==> src/rtl/clk_reset_sequencer.sv <==
`default_nettype none
// ============================================================================
// Module  : clk_reset_sequencer
// Brief   : Orders MMCM lock, IDELAYCTRL reset/ready and datapath reset
//           release, re-resetting the MMCM on timeout or lock loss.
// Revision: 1.0  initial release
// ============================================================================
module clk_reset_sequencer #(
  parameter int LOCK_STABLE_CYCLES  = 1024,
  parameter int IDELAY_RST_CYCLES   = 64,
  parameter int LOCK_TIMEOUT_CYCLES = 65536,
  parameter int RETRY_PULSE_CYCLES  = 16
) (
  input  logic       clk,
  input  logic       glbl_rst,
  input  logic       dcm_locked,
  input  logic       idelayctrl_rdy,
  output logic       mmcm_rst_req,
  output logic       idelayctrl_rst,
  output logic       gtx_rst,
  output logic       seq_done,
  output logic [7:0] lock_loss_cnt,
  output logic       timeout_err
);

  localparam int MAX_AB = (LOCK_STABLE_CYCLES > IDELAY_RST_CYCLES) ? LOCK_STABLE_CYCLES : IDELAY_RST_CYCLES;
  localparam int MAX_CD = (LOCK_TIMEOUT_CYCLES > RETRY_PULSE_CYCLES) ? LOCK_TIMEOUT_CYCLES : RETRY_PULSE_CYCLES;
  localparam int MAX_P  = (MAX_AB > MAX_CD) ? MAX_AB : MAX_CD;
  localparam int CW     = (MAX_P > 2) ? $clog2(MAX_P) : 1;

  // The WAIT_LOCK cycle that first sees lock already counts toward stability,
  // so STABLE itself only has to cover the remaining LOCK_STABLE_CYCLES-1.
  localparam logic [CW-1:0] C_STABLE_LAST  = CW'((LOCK_STABLE_CYCLES >= 2) ? LOCK_STABLE_CYCLES - 2 : 0);
  localparam logic [CW-1:0] C_IDELAY_LAST  = CW'(IDELAY_RST_CYCLES - 1);
  localparam logic [CW-1:0] C_TIMEOUT_LAST = CW'(LOCK_TIMEOUT_CYCLES - 1);
  localparam logic [CW-1:0] C_PULSE_LAST   = CW'(RETRY_PULSE_CYCLES - 1);

  typedef enum logic [2:0] {
    S_RST        = 3'd0,
    S_WAIT_LOCK  = 3'd1,
    S_STABLE     = 3'd2,
    S_IDELAY_RST = 3'd3,
    S_WAIT_RDY   = 3'd4,
    S_RUN        = 3'd5,
    S_RETRY      = 3'd6
  } state_t;

  state_t          state_q, state_d;
  logic [CW-1:0]   cnt_q, cnt_d;
  logic [1:0]      lock_sync_q, rdy_sync_q;
  logic [7:0]      lock_loss_q, lock_loss_d;
  logic            timeout_err_q, timeout_err_d;
  logic            locked_s, rdy_s;
  logic            timeout_hit, loss_hit;

  assign locked_s = lock_sync_q[1];
  assign rdy_s    = rdy_sync_q[1];

  always_ff @(posedge clk or posedge glbl_rst) begin
    if (glbl_rst) begin
      lock_sync_q <= 2'b00;
      rdy_sync_q  <= 2'b00;
    end else begin
      lock_sync_q <= {lock_sync_q[0], dcm_locked};
      rdy_sync_q  <= {rdy_sync_q[0], idelayctrl_rdy};
    end
  end

  always_comb begin
    state_d     = state_q;
    timeout_hit = 1'b0;
    loss_hit    = 1'b0;
    case (state_q)
      S_RST: state_d = S_WAIT_LOCK;
      S_WAIT_LOCK: begin
        // Lock wins over a coincident timeout.
        if (locked_s) begin
          state_d = S_STABLE;
        end else if (cnt_q == C_TIMEOUT_LAST) begin
          state_d     = S_RETRY;
          timeout_hit = 1'b1;
        end
      end
      S_STABLE: begin
        if (!locked_s)                    state_d = S_WAIT_LOCK;
        else if (cnt_q == C_STABLE_LAST)  state_d = S_IDELAY_RST;
      end
      S_IDELAY_RST: begin
        if (!locked_s)                    state_d = S_WAIT_LOCK;
        else if (cnt_q == C_IDELAY_LAST)  state_d = S_WAIT_RDY;
      end
      S_WAIT_RDY: begin
        if (!locked_s) begin
          state_d = S_WAIT_LOCK;
        end else if (rdy_s) begin
          state_d = S_RUN;
        end else if (cnt_q == C_TIMEOUT_LAST) begin
          state_d     = S_RETRY;
          timeout_hit = 1'b1;
        end
      end
      S_RUN: begin
        if (!locked_s) begin
          state_d  = S_RETRY;
          loss_hit = 1'b1;
        end
      end
      S_RETRY: begin
        if (cnt_q == C_PULSE_LAST) state_d = S_WAIT_LOCK;
      end
      default: state_d = S_RST;
    endcase
  end

  // Shared counter restarts on every state change; RUN has no deadline so it holds.
  always_comb begin
    cnt_d = cnt_q + CW'(1);
    if (state_d != state_q)    cnt_d = '0;
    else if (state_q == S_RUN) cnt_d = cnt_q;
  end

  always_comb begin
    lock_loss_d   = lock_loss_q;
    timeout_err_d = timeout_err_q | timeout_hit;
    if (loss_hit && (lock_loss_q != 8'hFF)) lock_loss_d = lock_loss_q + 8'd1;
  end

  always_ff @(posedge clk or posedge glbl_rst) begin
    if (glbl_rst) begin
      state_q       <= S_RST;
      cnt_q         <= '0;
      lock_loss_q   <= 8'd0;
      timeout_err_q <= 1'b0;
    end else begin
      state_q       <= state_d;
      cnt_q         <= cnt_d;
      lock_loss_q   <= lock_loss_d;
      timeout_err_q <= timeout_err_d;
    end
  end

  assign mmcm_rst_req   = (state_q == S_RETRY);
  assign idelayctrl_rst = (state_q != S_WAIT_RDY) && (state_q != S_RUN);
  assign gtx_rst        = (state_q != S_RUN);
  assign seq_done       = (state_q == S_RUN);
  assign lock_loss_cnt  = lock_loss_q;
  assign timeout_err    = timeout_err_q;

endmodule
`default_nettype wire
==> config.mk <==
export PLATFORM = sky130hd
export DESIGN_NAME = clk_reset_sequencer
export DESIGN_NICKNAME = d
export VERILOG_FILES = /design/src/rtl/clk_reset_sequencer.sv
export SDC_FILE = /design/constraint.sdc
export NUM_CORES = 1
export LEC_CHECK = 0
export CAP_MARGIN = 20
export CORE_MARGIN = 1
export CORE_UTILIZATION = 30
export CTS_CLUSTER_DIAMETER = 30
export DETAILED_ROUTE_END_ITERATION = 8
export PLACE_DENSITY = 0.56
export REMOVE_ABC_BUFFERS = 1
export SKIP_LAST_GASP = 1
export SYNTH_ARGS = -nofsm -noshare
export SYNTH_HDL_FRONTEND = slang
export SYNTH_SLANG_ARGS = --single-unit
==> constraint.sdc <==
create_clock -name clk -period 2.93 [get_ports clk]
set_input_delay 0.4395 -clock clk [delete_from_list [all_inputs] [get_ports clk]]
set_output_delay 0.4395 -clock clk [all_outputs]
set_load 0.03 [all_outputs]
# ---- Yosys cells after proc, flatten, opt, wreduce, memory -nomap -nowiden
# Index checks and enable logic that the tools add are counted.
dict set report op_classes {
  add_sub_neg 2
  n_eq_ne 15
  n_mux 20
  n_bitwise 1
  reduce_logical 3
}
# op n
set op_table {}
lappend op_table {{16-bit two-way mux} 2}
lappend op_table {{3-bit two-way mux} 10}
lappend op_table {{3-bit case mux with 7 select lines} 1}
lappend op_table {{16-bit by 1-bit adder with 16-bit output (second input constant)} 1}
lappend op_table {{16-bit by 10-bit equality test with 1-bit output (second input constant)} 1}
lappend op_table {{16-bit equality test (second input constant)} 1}
lappend op_table {{16-bit by 4-bit equality test with 1-bit output (second input constant)} 1}
lappend op_table {{16-bit by 6-bit equality test with 1-bit output (second input constant)} 1}
lappend op_table {{3-bit equality test (second input constant)} 3}
lappend op_table {{8-bit by 1-bit adder with 8-bit output (second input constant)} 1}
lappend op_table {{8-bit inequality test (second input constant)} 1}
lappend op_table {{3-bit by 2-bit equality test with 1-bit output (second input constant)} 2}
lappend op_table {{1-bit two-way mux} 6}
lappend op_table {{3-bit inequality test (second input constant)} 2}
lappend op_table {{3-bit by 1-bit equality test with 1-bit output (second input constant)} 1}
lappend op_table {{3-bit logical NOT} 1}
lappend op_table {{3-bit inequality test} 1}
lappend op_table {{1-bit logical AND} 2}
lappend op_table {{2-bit by 1-bit inequality test with 1-bit output (second input constant)} 1}
lappend op_table {{1-bit case mux with 2 select lines} 1}
lappend op_table {{1-bit OR} 1}
dict set report word_totals {
  regBits 32
  in_bits 4
  output_inout_bits 13
  elab_cells 47
}

# ---- Depth between registers and ports, before layout
# Gate-level depths: netlist of run 1.
dict set report logic_depth {
  ltp_word 7
  ltp_mapped 9
  mapped_depth_nobuf 7
}

# ---- Least setup slack after synthesis of run 1
# No wires, ideal clock.
dict set report synth_timing {
  kind {register -> register}
  startpoint {register state_q[0]}
  endpoint {register cnt_q[9]}
  setup_time_ns 0.068
  arrival_time_ns 2.310
  required_time_ns 2.862
  setup_slack_ns 0.552
  path_stages_with_launch 9
  path_buffers 1
  period_less_slack_ns 2.378
  cell_sequence {dfrtp_1 clkbuf_1 nand3b_1 inv_1 nor3_1 nand4_1 nor2_1 xor2_1 and4bb_1}
}
dict set report synth_between {
  word_cells_on_any_way 21
  classes_between {eq/ne: 8; mux: 12; reduce/logical: 1}
}
# item line
set synth_rtl {}
lappend synth_rtl {{from (decl)} 48} ;# state_t state_q, state_d;
lappend synth_rtl {{from (signal assigned)} 135} ;# state_q <= state_d;
lappend synth_rtl {{3-bit equality test (*)} -}
lappend synth_rtl {{net seq_done} 21} ;# output logic seq_done,
lappend synth_rtl {{3-bit case mux with 7 select lines} 73} ;# case (state_q)
lappend synth_rtl {{3-bit inequality test} 118} ;# if (state_d != state_q) cnt_d = '0;
lappend synth_rtl {{2-bit by 1-bit inequality test with 1-bit output (no source line) or 16-bit two-way mux (tied branches)} -}
lappend synth_rtl {{to (signal assigned)} 136} ;# cnt_q <= cnt_d;
lappend synth_rtl {{to (decl)} 49} ;# logic [CW-1:0] cnt_q, cnt_d;
# The timed path passes the listed nets; every way through them passes the cells marked *.
# A chain may end at the register's enable or synchronous reset.

# ---- Final worst setup path of run 1
dict set report layout_timing {
  startpoint {register state_q[1]}
  endpoint {output port seq_done}
}
dict set report layout_between {
  elab_chain_len 1
}
# item line
set layout_rtl {}
lappend layout_rtl {{3-bit equality test} 145} ;# assign seq_done = (state_q == S_RUN);
lappend layout_rtl {{to (decl)} 21}
# Every way passes these cells.

==> results of run 1 <==
-- synthesized netlist by cell type, drive strengths merged, types with 2 or more instances --
master   n
and3     3
and4bb  15
buf      4
clkbuf   4
dfrtp   32
ha       3
inv      8
nand2   15
nand3    8
nand3b   2
nand4   11
nor2     9
nor2b    3
nor3     4
nor3b    2
nor4     3
o21a     3
o21ai    5
or2b     2
xnor2   17
xor2     5
-- registers in the layout, indices dropped and copies added, names as in the netlist --
register	flops
timeout_err	1
lock_sync_q	2
rdy_sync_q	2
lock_loss_cnt	8
state_q	3
cnt_q	16
-- power by group --
part	switching, uW	internal (uW)
sequential	50.5	468
clock	166	300
combinational	177	178
total	393	946
-- per-layer routing --
metal  global-route usage (%)  share of wire, %  up-vias  wire length [um]
li1                         -                 -      675                 -
met1                     18.5                51      655              1890
met2                     19.8                45       13              1670
met3                     3.18               3.0        6               111
met4                     4.82               1.4        0                51
met5                        0                 0        -                 0
-- worst max path at each step --
| stage | startpoint | endpoint | slack (ps) | depth (start not counted) |
|---|---|---|---|---|
| final | state_q[1]$_DFF_PP0_ | seq_done | 450 | 3 |
| after global routing | state_q[1]$_DFF_PP0_ | seq_done | 340 | 3 |
| after CTS | state_q[1]$_DFF_PP0_ | seq_done | 430 | 3 |
| after detailed placement | cnt_q[10]$_DFFE_PP0P_ | cnt_q[4]$_DFFE_PP0P_ | 600 | 5 |
| after global placement | cnt_q[10]$_DFFE_PP0P_ | cnt_q[6]$_DFFE_PP0P_ | 620 | 5 |
| after floorplan | state_q[1]$_DFF_PP0_ | cnt_q[4]$_DFFE_PP0P_ | 610 | 6 |
-- logic make-up (layout without fill, tap and decap cells) --
family	count (synthesis)	count (layout)	synth area share (%)
adders and majority gates	3	3	2.03
xor gates and xnor gates	22	22	10.4
buffers and inverters	16	38	3.86
and+or+nand+nor	84	84	33.0
DFF	32	32	43.4
AOI/OAI and AO/OA	16	16	6.10
muxes	2	2	1.15
-- worst reg2reg max path, stage by stage, from the launching register on --
cell and delay, ps:
dfrtp_1 460, nor4_4 350, nand4_1 150, o41ai_1 480
or2b_1 450, and4bb_2 310
-- final cells by class --
cell class / instances / area share (%)
Clock buffer: 7 / 4.32
Inverter: 8 / 1.35
Tap cell: 75 / 4.21
Timing Repair Buffer: 22 / 9.20
Clock inverter: 1 / 1.35
Sequential cell: 32 / 35.9
Multi-Input combinational cell: 127 / 43.7
-- through the flow --
stage               setup slack [ps]  cell area [sq um]  hold WS, ps
floorplan                        611               1800          331
global placement                 625               2100          342
detailed placement               596               2100          340
CTS                              425               2230          356
global route                     339               2230          366
finish                           452               2230          352
==> metrics, run 1 <==
CTS root buffer=clkbuf_8; number of synthesized flops with an enable pin=0; vias in the first global route=~1300; synthesized area=0.00185 sq mm; Primary FF master, synth=dfrtp_1; fraction of layout cells with a size suffix above 1=14.2%; final WL=around 3.7 mm; post-synth cell types=44; setup repair after global routing missed its margin=no; Power, Total=1340 uW; clock sink count=32; GP Congestion=0.793; CP max stage cell=clkdlybuf4s50_1; Post-CTS Setup Bufs=0; slew of the pin with the lowest slew margin=a little under 800 ps; R2R setup slack=610 ps; first-pass GRT wire length=about 6.5 mm; Period minus WS final=roughly 2500 ps; Worst Clk Skew=~11 ps; mean post-synth cell area=approximately 11 sq um; critical path type=reg -> out; worst hold start=lock_sync_q[0]$_DFF_PP0_; Non-Filler Instances=around 270; Post-Route Utilization=between 30% and 40%; CTS tree=built; Post-CTS Resized=0; port bufs=16; worst vdd ir=0.233 mV; Die X=between 80 and 90 um; dominant cells by area after synthesis=dfrtp_1 43%, xnor2_1 8.1%, and4bb_1 5.4%, and4bb_2 4.7%, nand4_1 3.7%; largest net degree at the start of global routing=21; final hold vios=0; Top delay family on crit path=buffers and inverters; CTS Hold Bufs=0; outcome=finished, final reports clean; cells on worst reg2reg path=5; Residual DRC=0; CP Data Arrival Time=2040 ps; Synth Instances=roughly 180; Max Clk Rate=404 MHz; core area=0.00592 sq mm; Max clock buf depth=2; final period utilization=84.6%; Final HPWL DP=roughly 2.6 mm; drt pass-1 iters=4; top cell type's share of synthesized area=a little over two fifths; Total GRT Usage=between 10% and 20%; DRT iter0 DRCs=69; Initial Util=roughly 31%; endpoint of the worst-slack reg-to-reg timing path=cnt_q[4]$_DFFE_PP0P_; CP Data Required Time=about 2500 ps; Max-slew headroom=a little under half; vias after detailed routing=~1300; Clock transition at path regs=70 ps; WL/cell=~14 um; Fin Setup TNS=0 ps; Core Rows=28; remaining global-route overflow=0; TritonCTS Buffers=5; CP endpoint kind=primary output; Hold WC Path Type=reg -> reg; Die Height=~80 um; most common cell after layout, fill and taps aside=dfrtp_1; biggest area consumer among synthesized cells=dfrtp_1; sequential element share of the synthesized area=a little over two fifths; WHS Endpoint=lock_sync_q[1]$_DFF_PP0_; Buf/Inv on CP=2; depth of the CTS H-tree=2; crit path max fanout=10; nets=203; worst hold path cell count=0; Final ANT Viol Nets=0; P&R area growth vs syn=20.8%; slowest stage delay, CP=approximately 700 ps; pwr dens=between 600 and 700 mW/mm^2; FFs w/ async S/R, synth=100%; Worst-Skew Late Latency=290 ps; YS warnings=0; Top Ports=17; max-slew violations=0; most frequent cells in the layout=32 x dfrtp_1, 17 x xnor2_1, 16 x clkdlybuf4s50_1, 15 x nand2_1, 11 x nand4_1; filler instances=590; antenna diode count=0; Register Area=between 800 and 900 sq um; Final setup viols=0; Synth Register Bits=32; initial antenna violation count=0; Multi-input gate area=approximately 970 sq um; CP startpoint kind=register; Inst Count DP=~260; LEAKAGE=just under 0.001 uW; Reg2Reg Launch Point=cnt_q[10]$_DFFE_PP0P_; routed vias/inst=between 4 and 5; Max Cap Viol=0; total die area=approximately 0.0065 sq mm; critical path, cell by cell=nand3b_1 -> inv_1 -> clkdlybuf4s50_1
(Power assumes the default switching activity.)
==> inputs of run 2 (changes only) <==
--- a/config.mk
+++ b/config.mk
@@ -10,7 +10,7 @@
 export CORE_UTILIZATION = 30
 export CTS_CLUSTER_DIAMETER = 30
 export DETAILED_ROUTE_END_ITERATION = 8
-export PLACE_DENSITY = 0.56
+export PLACE_DENSITY = 0.58
 export REMOVE_ABC_BUFFERS = 1
 export SKIP_LAST_GASP = 1
 export SYNTH_ARGS = -nofsm -noshare
==> constraint.sdc (replaced) <==
create_clock -name clk -period 2.1 [get_ports clk]
set_input_delay 0.315 -clock clk [delete_from_list [all_inputs] [get_ports clk]]
set_output_delay 0.315 -clock clk [all_outputs]
set_load 0.03 [all_outputs]
==> metrics, run 2 (synthesis gave the netlist of run 1 again) <==
depth of the CTS H-tree=2; Core Rows=28; Max-slew headroom=roughly 70%; cells on worst reg2reg path=6; max-slew violations=0; vias in the first global route=around 1500; worst vdd ir=around 0.41 mV; Placed Area=between 0.002 and 0.0025 sq mm; Final ANT Viol Nets=0; first-pass GRT wire length=6.87 mm; Power, Total=1910 uW; Worst Clk Skew=slightly above 6 ps; most frequent cells in the layout=32 x dfrtp_1, 32 x buf_4, 17 x xnor2_1, 15 x nand2_1, 12 x clkdlybuf4s50_1; critical path type=reg -> reg; Post-Layout Inst Area=around 0.0024 sq mm; routed vias/inst=between 4 and 5; drt pass-1 iters=4; setup repair after global routing missed its margin=yes; CP Data Arrival Time=between 2000 and 2500 ps; Die Height=slightly above 80 um; worst hold start=rdy_sync_q[0]$_DFF_PP0_; failing checks=negative setup slack; Hold WC Path Type=reg -> reg; Final setup viols=16; CP endpoint kind=register; final period utilization=106%; Worst-Skew Late Latency=280 ps; core area=a little under 0.006 sq mm; P&R area growth vs syn=31.6%; Total GRT Usage=14.1%; TritonCTS Buffers=5; LEAKAGE=around 0.0011 uW; Period minus WS final=roughly 2200 ps; Final HPWL DP=approximately 2.8 mm; pwr dens=between 700 and 800 mW/mm^2; outcome=complete, but fails checks; Max clock buf depth=2; clock sink count=32; Initial Util=31.2%; Inst Count DP=287; CTS Hold Bufs=0; Clock transition at path regs=70 ps; largest net degree at the start of global routing=33; fin worst setup slack=-120 ps; worst hold path cell count=0; endpoint of the worst-slack reg-to-reg timing path=cnt_q[5]$_DFFE_PP0P_; slew of the pin with the lowest slew margin=~430 ps; Top reg by flops=cnt_q; port bufs=16; CP Data Required Time=2270 ps; Die X=a little over 80 um; Residual DRC=0; Max Clk Rate=450 MHz; Non-Filler Instances=298; vias after detailed routing=roughly 1500; final WL=3.99 mm; GP Congestion=just under 0.8; Top Ports=17; WHS Endpoint=rdy_sync_q[1]$_DFF_PP0_; initial antenna violation count=0; hold_ws=between 300 and 400 ps; R2R setup slack=-120 ps; remaining global-route overflow=0; nets=between 200 and 250; filler instances=between 500 and 600; fraction of layout cells with a size suffix above 1=around a quarter; CP startpoint kind=register; Max Cap Viol=0; crit path max fanout=16; CTS root buffer=clkbuf_8; max reg flops=16; Reg2Reg Launch Point=cnt_q[10]$_DFFE_PP0P_; WL/cell=about 13 um; antenna diode count=0; Fin Setup TNS=-1560 ps; DRT iter0 DRCs=46; total die area=between 0.006 and 0.007 sq mm; CTS tree=built; final hold vios=0
==> run 2: cell count changes in the layout (fill, tap and decap cells not counted) <==
cell             change
clkbuf_8             -2
clkdlybuf4s50_1      -4
dlymetal6s2s_1       +1
dlygate4sd2_1        +3
o41ai_1              -1
nor4_1               -1
or2b_1               -1
clkbuf_1             +1
o41ai_2              +1
nor4_4               +1
clkinv_2             +1
buf_4               +26
or2b_2               +1
==> run 2: worst max-delay path by stage <==
| stage | end | slack, ps | cells after the start | from |
|---|---|---|---|---|
| 3_5_place_dp | cnt_q[5]$_DFFE_PP0P_ | -100 | 7 | cnt_q[8]$_DFFE_PP0P_ |
| 2_1_floorplan | cnt_q[4]$_DFFE_PP0P_ | -220 | 6 | state_q[1]$_DFF_PP0_ |
| 6_report | cnt_q[5]$_DFFE_PP0P_ | -120 | 6 | cnt_q[10]$_DFFE_PP0P_ |
| 4_1_cts | cnt_q[5]$_DFFE_PP0P_ | -100 | 7 | cnt_q[10]$_DFFE_PP0P_ |
| 3_3_place_gp | cnt_q[3]$_DFFE_PP0P_ | -120 | 7 | cnt_q[8]$_DFFE_PP0P_ |
| 5_1_grt | cnt_q[1]$_DFFE_PP0P_ | -270 | 8 | cnt_q[10]$_DFFE_PP0P_ |
==> run 2: metrics by stage <==
stage          util, %  worst slack, ps
2_1_floorplan        -             -219
3_3_place_gp      38.4             -115
3_5_place_dp      38.4             -105
4_1_cts           40.4             -101
5_1_grt           41.0             -267
6_report          41.0             -120
==> run 2: where the power goes <==
group          leakage [uW]  internal (uW)  switching, uW
registers          0.000432            654           29.5
logic              0.000651            333            313
clock network     0.0000552            352            226
==> run 2: repair_timing <==
item,4_1_cts,5_1_grt
resized for setup,4,4
cloned,0,0
setup buffers,1,2
setup endpoints to repair,19,17
pin swaps,1,0
==> run 2: critical path, cell delays in order (launching register included) <==
cell	delay [ps]
dfrtp_1	410
nor4_4	310
nand4_1	170
buf_4	170
o41ai_2	320
or2b_2	460
and4bb_2	260
==> run 2: final cells by class <==
cell class                 instances  area [sq um]  share of cell area, %
sequential                        32           801                   33.0
multi-input combinational        127           997                   41.1
timing repair buffer              48           399                   16.4
inverter                           8          30.0                   1.24
clock buffer                       6          72.6                   2.99
tap                               75          93.8                   3.86
clock inverter                     2          35.0                   1.44
==> run 2: metal layers <==
| metal | up-vias | part of all wire [%] | global-route usage (%) |
|---|---|---|---|
| met5 | - | 0 | 0 |
| met4 | 0 | 2.4 | 6.79 |
| met3 | 8 | 2.5 | 3.18 |
| met2 | 17 | 45 | 21.9 |
| met1 | 704 | 50 | 18.5 |
| li1 | 731 | - | - |
==> inputs of run 3 (changes only) <==
--- a/config.mk
+++ b/config.mk
@@ -7,10 +7,11 @@
 export LEC_CHECK = 0
 export CAP_MARGIN = 20
 export CORE_MARGIN = 1
-export CORE_UTILIZATION = 30
+export CORE_UTILIZATION = 35
 export CTS_CLUSTER_DIAMETER = 30
 export DETAILED_ROUTE_END_ITERATION = 8
-export PLACE_DENSITY = 0.58
+export GPL_TIMING_DRIVEN = 0
+export PLACE_DENSITY = 0.64
 export REMOVE_ABC_BUFFERS = 1
 export SKIP_LAST_GASP = 1
 export SYNTH_ARGS = -nofsm -noshare
==> metrics, run 3 (synthesis gave the netlist of run 1 again) <==
antenna diode count=0; clock network power share=28.7%; Die X=between 70 and 80 um; CP max stage cell=dfrtp_2; clock sink count=32; setup repair after global routing missed its margin=yes; crit path max fanout=8; initial antenna violation count=0; Reg power frac=a little over a third; largest net degree at the start of global routing=19; final hold vios=0; Initial Util=roughly 36%; port bufs=16; P_sw=roughly 640 uW; CTS root buffer=clkbuf_8; WL/cell=around 14 um; Pint=1410 uW; Logic pwr share=35.0%; Final setup viols=16; Worst Clk Skew=between 5 and 6 ps; slowest stage delay, CP=440 ps; CTS Hold Bufs=0; CP startpoint kind=register; Total GRT Usage=~16%; nets=211; CTS tree=built; CP Data Required Time=between 2000 and 2500 ps; Final HPWL DP=about 2.5 mm; Max Cap Viol=0; depth of the CTS H-tree=2; TritonCTS Buffers=5; P&R area growth vs syn=30.4%; max reg flops=16; CP endpoint kind=register; most common cell after layout, fill and taps aside=dfrtp_1; fin worst setup slack=-223 ps; Clock transition at path regs=~70 ps; vias after detailed routing=around 1400; final period utilization=111%; switching share of power=a little under a third; Post-Layout Inst Area=between 0.002 and 0.0025 sq mm; Die Height=roughly 75 um; vias in the first global route=approximately 1400; critical path, cell by cell=nor4_4 -> nand4_1 -> o31a_1 -> nor3_4 -> mux2i_4 -> buf_6 -> and4bb_2; remaining global-route overflow=0; outcome=complete, but fails checks; Hold WC Path Type=reg -> reg; Buf/Inv on CP=1; most frequent cells in the layout=20 x dfrtp_1, 17 x xnor2_1, 15 x nand2_1, 13 x clkdlybuf4s50_1, 12 x dfrtp_2; pwr dens=852 mW/mm^2; failing checks=negative setup slack; Period minus WS final=around 2300 ps; CP Data Arrival Time=between 2000 and 3000 ps; DRT iter0 DRCs=83; fraction of layout cells with a size suffix above 1=about 28%; first-pass GRT wire length=between 6 and 7 mm; Final ANT Viol Nets=0; Worst-Skew Late Latency=290 ps; Core Rows=26; final WL=3.93 mm; Max Clk Rate=431 MHz; slew of the pin with the lowest slew margin=~660 ps; total die area=between 0.005 and 0.006 sq mm; filler instances=between 400 and 500; core area=roughly 0.005 sq mm; worst vdd ir=0.417 mV; Residual DRC=0; max-slew violations=0; critical path type=reg -> reg; Post-Route Utilization=47.1%; drt pass-1 iters=4; Placed Area=0.00209 sq mm; LEAKAGE=roughly 0.0010 uW; Top delay family on crit path=simple AND/OR/NAND/NOR gates; GP Congestion=about 0.79; Top reg by flops=cnt_q; Max clock buf depth=2; routed vias/inst=about 5.2; Top Ports=17; Max-slew headroom=between 50% and 60%; hold_ws=about 350 ps
==> run 3: cell count changes in the layout (fill, tap and decap cells not counted), moves of 2 or more <==
cell     change
dfrtp_2     +12
buf_4       -22
dfrtp_1     -12
nor3_4       +2
buf_6        +2
nor3_1       -2
==> run 3: what timing repair did <==
action | in CTS | in global routing
resized for setup | 19 | 14
pin swaps | 6 | 2
endpoints found under the setup margin | 19 | 19
setup buffers | 9 | 3
endpoints found under the hold margin | 0 | 0
==> run 3: layout make-up <==
type                    count  area, sq um  share of cell area (%)
clock buffers               6         72.6                    3.02
inverters                   8         30.0                    1.25
clock inverters             2         35.0                    1.46
flip-flops and latches     32          816                    33.9
multi-input cells         127         1060                    44.2
repair buffers             30          302                    12.5
well taps                  70         87.6                    3.64
==> run 3: metrics by stage <==
stage / instances / power [uW] / setup slack, ps / setup TNS, ps
floorplan: 167 / 1070 / -219 / -2920
global placement: 253 / 1210 / -935 / -14570
detailed placement: 255 / 1230 / -655 / -8200
CTS: 272 / 2030 / -178 / -2200
global route: 275 / 2150 / -308 / -4380
finish: 275 / 2050 / -223 / -2940
==> run 3: power by group through the flow <==
stage	clock, uW	sequential (uW)	combinational (uW)
after floorplan	0	716	357
after global placement	0	734	474
after detailed placement	0	734	498
after CTS	605	729	694
after global routing	631	751	769
final	588	743	718
==> run 3: layer usage <==
| layer | part of all wire, % | vias up | GRT usage, % |
|---|---|---|---|
| met5 | 0 | - | 0 |
| met4 | 2.1 | 0 | 7.97 |
| met3 | 3.3 | 8 | 3.88 |
| met2 | 46 | 23 | 24.2 |
| met1 | 48 | 713 | 22.0 |
| li1 | - | 691 | - |
==> run 3: path summary, 6_finish.rpt <==
kind | from | endpoint | slack [ps] | depth (start not counted)
setup / recovery | cnt_q[13]$_DFFE_PP0P_ | cnt_q[2]$_DFFE_PP0P_ | -220 | 7
hold / removal | rdy_sync_q[0]$_DFF_PP0_ | rdy_sync_q[1]$_DFF_PP0_ | 350 | 0
setup reg to reg | cnt_q[13]$_DFFE_PP0P_ | cnt_q[2]$_DFFE_PP0P_ | -220 | 7
hold reg to reg | rdy_sync_q[0]$_DFF_PP0_ | rdy_sync_q[1]$_DFF_PP0_ | 350 | 0
max in group asynchronous | glbl_rst | cnt_q[0]$_DFFE_PP0P_ | 1150 | 3
min in group asynchronous | glbl_rst | rdy_sync_q[0]$_DFF_PP0_ | 420 | 2
